===== config.mk =====
export PLATFORM = sky130hd
export DESIGN_NAME = regs_dump
export DESIGN_NICKNAME = d
export VERILOG_FILES = /design/src/rtl/regs_dump.sv
export SDC_FILE = /design/constraint.sdc
export NUM_CORES = 1
export LEC_CHECK = 0
export ABC_AREA = 1
export BUFFER_PORTS_ARGS = -buffer_cell sky130_fd_sc_hd__buf_2
export CELL_PAD_IN_SITES_DETAIL_PLACEMENT = 1
export CELL_PAD_IN_SITES_GLOBAL_PLACEMENT = 1
export CORE_MARGIN = 4
export CORE_UTILIZATION = 40
export CTS_CLUSTER_DIAMETER = 30
export DETAILED_ROUTE_END_ITERATION = 10
export PLACE_DENSITY = 0.91
export SLEW_MARGIN = 5
export SYNTH_ARGS = -nofsm -noshare
export SYNTH_HDL_FRONTEND = slang
export SYNTH_SLANG_ARGS = --single-unit

===== constraint.sdc =====
create_clock -name clk -period 3.25 [get_ports clk]
set_clock_uncertainty 0.1 [all_clocks]
set_input_delay 0.325 -clock clk [delete_from_list [all_inputs] [get_ports clk]]
set_output_delay 0.325 -clock clk [all_outputs]
set_load 0.05 [all_outputs]

===== src/rtl/regs_dump.sv =====
// regs_dump: read-side master for the picoMIPS register file.
// On a start pulse it walks every register through one read port and
// streams a framed snapshot on a valid/ready byte interface:
//   header (N mod 2**DATA_WIDTH), register 0..N-1 in address order,
//   then the XOR checksum of the register words (tx_last set).
// Ports:
//   clk, reset  - clock, synchronous active-high reset
//   start       - single-cycle dump request, accepted only when idle
//   raddr/rdata - register file read port (rdata combinational from raddr)
//   tx_data/tx_valid/tx_ready/tx_last - output word stream
//   busy        - high whenever a frame is in progress
//   done        - one-cycle pulse after the checksum transfer
module regs_dump #(
  parameter int ADDR_WIDTH = 2,
  parameter int DATA_WIDTH = 8
) (
  input  logic                  clk,
  input  logic                  reset,
  input  logic                  start,
  output logic [ADDR_WIDTH-1:0] raddr,
  input  logic [DATA_WIDTH-1:0] rdata,
  output logic [DATA_WIDTH-1:0] tx_data,
  output logic                  tx_valid,
  input  logic                  tx_ready,
  output logic                  tx_last,
  output logic                  busy,
  output logic                  done
);

  localparam int unsigned N = 2 ** ADDR_WIDTH;
  localparam logic [DATA_WIDTH-1:0] HDR_WORD = DATA_WIDTH'(N);

  typedef enum logic [2:0] {IDLE, HDR, FETCH, SEND, CSUM} state_t;

  state_t                  state, state_nxt;
  logic [ADDR_WIDTH-1:0]   index, index_nxt;
  logic [DATA_WIDTH-1:0]   data_nxt;
  logic [DATA_WIDTH-1:0]   csum, csum_nxt;
  logic                    valid_nxt, last_nxt, done_nxt;
  logic                    xfer;

  assign xfer  = tx_valid & tx_ready;
  assign raddr = index;
  assign busy  = (state != IDLE);

  always_ff @(posedge clk) begin
    if (reset) begin
      state    <= IDLE;
      index    <= '0;
      tx_data  <= '0;
      tx_valid <= 1'b0;
      tx_last  <= 1'b0;
      done     <= 1'b0;
      csum     <= '0;
    end else begin
      state    <= state_nxt;
      index    <= index_nxt;
      tx_data  <= data_nxt;
      tx_valid <= valid_nxt;
      tx_last  <= last_nxt;
      done     <= done_nxt;
      csum     <= csum_nxt;
    end
  end

  always_comb begin
    state_nxt = state;
    index_nxt = index;
    data_nxt  = tx_data;
    valid_nxt = tx_valid;
    last_nxt  = tx_last;
    csum_nxt  = csum;
    done_nxt  = 1'b0;
    case (state)
      IDLE: begin
        if (start) begin
          state_nxt = HDR;
          data_nxt  = HDR_WORD;
          valid_nxt = 1'b1;
          last_nxt  = 1'b0;
          index_nxt = '0;
          csum_nxt  = '0;
        end
      end
      HDR: begin
        if (xfer) begin
          state_nxt = FETCH;
          valid_nxt = 1'b0;
        end
      end
      FETCH: begin
        // rdata reflects raddr (= index) in this single cycle; sampled here.
        state_nxt = SEND;
        data_nxt  = rdata;
        csum_nxt  = csum ^ rdata;
        valid_nxt = 1'b1;
      end
      SEND: begin
        if (xfer) begin
          if (index == '1) begin
            state_nxt = CSUM;
            data_nxt  = csum;
            valid_nxt = 1'b1;
            last_nxt  = 1'b1;
          end else begin
            state_nxt = FETCH;
            index_nxt = index + ADDR_WIDTH'(1);
            valid_nxt = 1'b0;
          end
        end
      end
      CSUM: begin
        if (xfer) begin
          state_nxt = IDLE;
          valid_nxt = 1'b0;
          last_nxt  = 1'b0;
          done_nxt  = 1'b1;
        end
      end
      default: state_nxt = IDLE;
    endcase
  end

endmodule


==> flow_summary.toml, run 1 <==
[routing]
drtIter0Drc = 30
antenna_left = 0
vias_per_cell = 4.97
drt_wl_total_um = 3240
vias = 1184
routedLengthMet1_um = 1500
dr.pass1.iters = 4
top_layer = "met4"
route.met2.wl_um = 1610
wl_met3_um = 103
wl_per_cell_um = 13.6
route.detailed.drc = 0

[timing]
tightest_slew_ps = 488
layout_min_cycle_time_ps = 1810
setup_viol = 0
hold_viol_final = 0
timing.fmax_ghz = 0.553
layout_setup_ws_ps = 1440
final_max_slew_viol_count = 0
hold_slack_ps = 198
setup_tns_ps = 0
rsz0062_at_grt = "no"
finalCritPeriodShare_pct = 55.6
relSlewSlack_pct = 67.4

[floorplanning]
die_w_um = 63.4
coreArea_mm2 = 0.00285
dieArea_mm2 = 0.00402
io_pins = 26
fp.dieH_um = 63.4
rows = 19
start_util_pct = 43.1

[place]
place.gp.congestion = 0.823
place_ws_ps = 1530
portBuffers = 25
dpl.hpwl_um = 2520

[pwr]
power_leakage_uw = 0.000696
p_int_uw = 559
finalPower_uw = 972
p_switching_uw = 413
comb_power_share_pct = 40.1
swShare_pct = 42.5
clkPwrFrac_pct = 22.2
p_seq_share_pct = 37.8
ir_drop_mv = 0.384
powerDensity_mw_per_mm2 = 688

[grt]
grt_max_degree = 17
grt_pass1_vias = 1308
grt_usage_pct = 17.6
grt_pass1_wl_um = 5720
grt_overflow = 0
antenna_found_initial = 0

[setup_path]
worstPathMaxFanout = 7
worstPathRequired_ps = 2820
path_class = "flop to output port"
crit_chain = "nor2_2 > nand2_1 > buf_2"
crit_arrival_ps = 1380
cpPeakStageDelay_ps = 420
setup.worst_path.end_class = "output port"
worstSetupStartpointType = "flop"
worst_path_max_delay_cell = "dfxtp_1"

[layout]
drive_gt1_share_pct = 18.8
area_growth_pct = 15.0
multiInputGateArea_um2 = 641
final_common_cell = "nand2_1"
ff_latch_area_um2 = 480
num_antenna_cells = 0
fillers = 403
final_cell_mix = "nand2_1 (51), nor2_1 (31), buf_2 (25)"
nNetsFinal = 221

[synth]
seq_area_frac_synth_pct = 39.1
yosysWarnings = 0
ys_seq_elements = 24
netlist_area_mm2 = 0.00123
synth_area_per_cell_um2 = 6.71
netlist_instances = 183
yosysUniqueCellTypes = 22
synth.net_count = 196

[clock_tree]
cts.clk_slew.worst_paths_ps = 130
cts_made_buffers = 3
clkLatencyLatePin_ps = 320
postCtsHoldBufs = 0
htree_levels = 1
cts_tree = "done"
clk_path_buf_depth = 2
postCtsSetupBuffers = 0
clock-sinks = 24
root_buffer = "clkbuf_4"
cts_resized = 0

[status]
status = "complete, no violations"

[job]
drv_cap = 0

[min_path]
hp-class = "input pin to flop"
-- layout make-up --
type                            instances  share of cell area, %
Sequential cell                        24                   34.0
Multi-Input combinational cell        134                   45.3
Clock inverter                          1                   2.13
Inverter                               20                   5.31
Timing Repair Buffer                   25                   8.86
Tap cell                               31                   2.75
Clock buffer                            3                   1.59
-- layer usage --
metal / vias to the layer above / track usage, %
li1: 614 / -
met1: 543 / 21.4
met2: 22 / 30.9
met3: 5 / 2.84
met4: 0 / 6.47
met5: - / 0
-- cell usage after synthesis --
cell	number	area (um^2)
nand2_1	51	191
clkbuf_1	1	3.75
nand3_2	1	10.0
buf_6	1	11.3
inv_2	2	7.51
nand2_2	3	18.8
nor2_4	2	22.5
o22a_1	1	8.76
a21oi_1	21	105
nand2_4	1	11.3
xor2_1	8	70.1
inv_1	18	67.6
nand3_1	8	40.0
buf_2	2	10.0
nor3_1	2	10.0
ha_1	1	12.5
buf_4	1	7.51
nand3b_1	1	7.51
nor2_1	31	116
o21ai_0	2	10.0
nor2_2	1	6.26
dfxtp_1	24	480
-- logic make-up after synthesis --
family | Yosys count | share of synthesized area [%]
xor+xnor | 8 | 5.70
flops | 24 | 39.1
buf+inv | 25 | 8.76
fa+ha+maj | 1 | 1.02
compound gates | 24 | 10.1
simple gates | 101 | 35.3
-- worst paths after layout --
path                                       startpoint               endpoint  cells past startpoint  slack, ps
worst max-delay path            state[0]$_SDFFE_PP0P_                   busy                      3       1440
worst min-delay path                         rdata[0]   csum[0]$_SDFFE_PP0P_                      4        200
worst max register to register  state[0]$_SDFFE_PP0P_  raddr[1]$_SDFFE_PP0P_                      7       1490
worst min register to register  tx_valid$_SDFFE_PP0P_  tx_valid$_SDFFE_PP0P_                      2        390
-- sequential cells by signal (all words and copies together) (netlist names) --
signal	count
state	3
csum	8
tx_last	1
tx_data	8
done	1
raddr	2
tx_valid	1
-- power by group through the flow --
stage                     Sequential (uW)  Clock, uW  Combinational, uW
after floorplan                       481          0                193
after global placement                369          0                372
after detailed placement              374          0                390
after CTS                             368        222                392
after global routing                  375        239                429
final                                 367        216                389
-- stage by stage --
stage	cells	utilization, %	instance area [um^2]
after global placement	234	47.7	1360
after floorplan	183	-	1230
after detailed placement	234	47.7	1360
after global routing	238	49.5	1410
after CTS	238	49.5	1410
final	238	49.5	1410
-- critical path, delay by kind of cell, from the launching register on --
kind / cells / cell delay (ps)
flip-flops: 1 / 420
AND/OR/NAND/NOR: 2 / 410
buffers and inverters: 1 / 230
Power figures use the tool's default switching activity.
==> run 2, diff against run 1 <==
--- a/config.mk
+++ b/config.mk
@@ -5,7 +5,7 @@
 export SDC_FILE = /design/constraint.sdc
 export NUM_CORES = 1
 export LEC_CHECK = 0
-export ABC_AREA = 1
+export ABC_AREA = 0
 export BUFFER_PORTS_ARGS = -buffer_cell sky130_fd_sc_hd__buf_2
 export CELL_PAD_IN_SITES_DETAIL_PLACEMENT = 1
 export CELL_PAD_IN_SITES_GLOBAL_PLACEMENT = 1
@@ -13,7 +13,7 @@
 export CORE_UTILIZATION = 40
 export CTS_CLUSTER_DIAMETER = 30
 export DETAILED_ROUTE_END_ITERATION = 10
-export PLACE_DENSITY = 0.91
+export PLACE_DENSITY = 0.85
 export SLEW_MARGIN = 5
 export SYNTH_ARGS = -nofsm -noshare
 export SYNTH_HDL_FRONTEND = slang
==> constraint.sdc (replaced) <==
create_clock -name clk -period 1.78 [get_ports clk]
set_clock_uncertainty 0.1 [all_clocks]
set_input_delay 0.178 -clock clk [delete_from_list [all_inputs] [get_ports clk]]
set_output_delay 0.178 -clock clk [all_outputs]
set_load 0.05 [all_outputs]
==> run 2 against run 1 <==
  * First-iteration DRC count shrank 20%
  * Critical path depth is the same
  * Die area up 5.2%
  * Routed wire length is 2.5% lower
  * Final cell count is 13% lower
  * Design area increased by 7.9%
  * Worst hold slack worse by 150 ps
  * Synthesized cell count decreased by 25%
  * Worst setup slack got worse by 1300 ps
  * Non-clock buffer count up 7
  * Sequential share of layout area decreased by 2.2 points
  * Register-to-register slack lost 1400 ps
  * Critical endpoint unchanged
  * Largest power group is now sequential cells
  * Highest routed layer unchanged
==> flow_summary.toml, run 2 <==
[synth]
ys_top_cells_by_count = "dfxtp_1 (24), mux2i_1 (17), nand2_1 (10), nand3_1 (10), nand3b_1 (10)"
synth_async_sr_flop_share_pct = 0
netlist_instances = 137
ys.flop_type = "dfxtp_1"
netlist_area_mm2 = 0.00130
synth_area_leaders = "dfxtp_1 (37%), mux2i_1 (13%), mux2_2 (7.8%)"
yosysTopAreaCellShare_pct = 36.9
yosysWarnings = 0
seq_area_frac_synth_pct = 36.9
synth.net_count = 150
synth.largest_area_cell = "dfxtp_1"
yosysMostFrequentCell = "dfxtp_1"
synth_edf_count = 0
ys_seq_elements = 24
yosysUniqueCellTypes = 31
synth_area_per_cell_um2 = 9.50

[clock_tree]
postCtsSetupBuffers = 0
htree_levels = 1
clkLatencyLatePin_ps = 320
root_buffer = "clkbuf_4"
clk_path_buf_depth = 2
clock-sinks = 24
cts_tree = "done"
cts.clk_slew.worst_paths_ps = 140
cts_made_buffers = 3

[routing]
route.detailed.drc = 0
vias = 1105
drt_wl_total_um = 3160
drtIter0Drc = 24
antenna_left = 0
dr.pass1.iters = 4
vias_per_cell = 5.34
wl_per_cell_um = 15.3

[layout]
nNetsFinal = 177
post-route-util_pct = 49.5
fillers = 367
final_cell_mix = "buf_2 (25), dfxtp_1 (21), mux2i_1 (17)"
reg.largest.list = "csum x8, tx_data x8, state x3"
final_common_cell = "buf_2"
drive_gt1_share_pct = 36.8
multiInputGateArea_um2 = 756
ff_latch_area_um2 = 484
area_growth_pct = 17.1
num_antenna_cells = 0
instances_no_fill = 207

[setup_path]
crit_arrival_ps = 1380
rr_startpoint = "state[0]$_SDFFE_PP0P_"
setup.worst_path.end_class = "output port"
path_class = "flop to output port"
worstPathRequired_ps = 1500
crit_start = "state[1]$_SDFFE_PP0P_"
worstSetupStartpointType = "flop"
worstPathMaxFanout = 11

[floorplanning]
die_w_um = 65.0
io_pins = 26
start_util_pct = 42.3
dieArea_mm2 = 0.00423
fp.dieH_um = 65.0
coreArea_mm2 = 0.00308
rows = 20

[place]
portBuffers = 25
place.gp.congestion = 0.774
dpl.hpwl_um = 2330
place_inst = 203

[timing]
rsz0062_at_grt = "no"
final_max_slew_viol_count = 0
setup_viol = 0
finalCritPeriodShare_pct = 93.1
hold_viol_final = 0
tightest_slew_ps = 511
setup_tns_ps = 0
layout_min_cycle_time_ps = 1660
timing.fmax_ghz = 0.603
relSlewSlack_pct = 65.9

[grt]
grt_pass1_vias = 1202
grt_pass1_wl_um = 5480
antenna_found_initial = 0
grt_usage_pct = 16.3
grt_max_degree = 35
grt_overflow = 0

[pwr]
clkPwrFrac_pct = 27.3
comb_power_share_pct = 20.3
powerDensity_mw_per_mm2 = 719
swShare_pct = 28.6
p_int_uw = 782
p_seq_share_pct = 52.5
ir_drop_mv = 0.273
p_switching_uw = 314
power_leakage_uw = 0.000664

[job]
drv_cap = 0

[min_path]
hp-class = "input pin to flop"
hp-start = "rdata[6]"

[status]
status = "complete, no violations"
-- run 2: cells by family (layout without fill, tap and decap cells) --
family          after synthesis  count (layout)  share of synthesized area (%)
simple gates                 57              57                           27.3
mux                          26              26                           20.9
flops                        24              24                           36.9
compound gates               15              15                           8.37
buf+inv                      14              40                           5.58
fa+ha+maj                     1               1                          0.961
-- run 2: worst paths after layout --
| check | to | slack (ps) | cells past startpoint |
|---|---|---|---|
| worst min register to register | tx_data[6]$_SDFFE_PP0P_ | 380 | 2 |
| worst max register to register | raddr[1]$_SDFFE_PP0P_ | 130 | 3 |
| worst max-delay path | busy | 120 | 3 |
| worst min-delay path | csum[6]$_SDFFE_PP0P_ | 50 | 3 |
-- run 2: power groups by stage --
stage	sequential, uW	clock [uW]	combinational [uW]
2_1_floorplan	598	0	151
3_3_place_gp	584	0	215
3_5_place_dp	587	0	224
4_1_cts	575	309	224
5_1_grt	579	327	243
6_report	575	299	222
-- run 2: layout make-up --
type,count,area share (%)
tap,44,3.61
timing repair buffer,32,11.7
clock buffer,4,2.38
sequential,24,31.8
inverter,4,0.985
multi-input combinational,99,49.6
-- run 2: metrics by stage --
| step | hold slack (ps) | worst slack (ps) | instance area [um^2] | total power (uW) |
|---|---|---|---|---|
| after floorplan | 242 | 47.9 | 1310 | 749 |
| after global routing | 58.2 | 58.8 | 1520 | 1150 |
| after CTS | 43.2 | 64.5 | 1520 | 1110 |
| final | 51.9 | 122 | 1520 | 1100 |
| after detailed placement | 371 | 115 | 1490 | 811 |
| after global placement | 357 | 158 | 1490 | 798 |
-- run 2: timing repair --
item / in CTS / in global routing
resized for setup: 0 / 1
endpoints found under the setup margin: 0 / 1
hold buffers: 0 / 0
-- run 2: worst max-delay path: stages (launching register included) --
cell and delay (ps):
dfxtp_1 340, buf_4 160, or3_1 340, buf_2 220
-- run 2: layer usage --
metal / routed length, um / global-route usage (%)
met5: 0 / 0
met4: 27 / 3.89
met3: 97 / 2.60
met2: 1640 / 30.1
met1: 1400 / 19.5
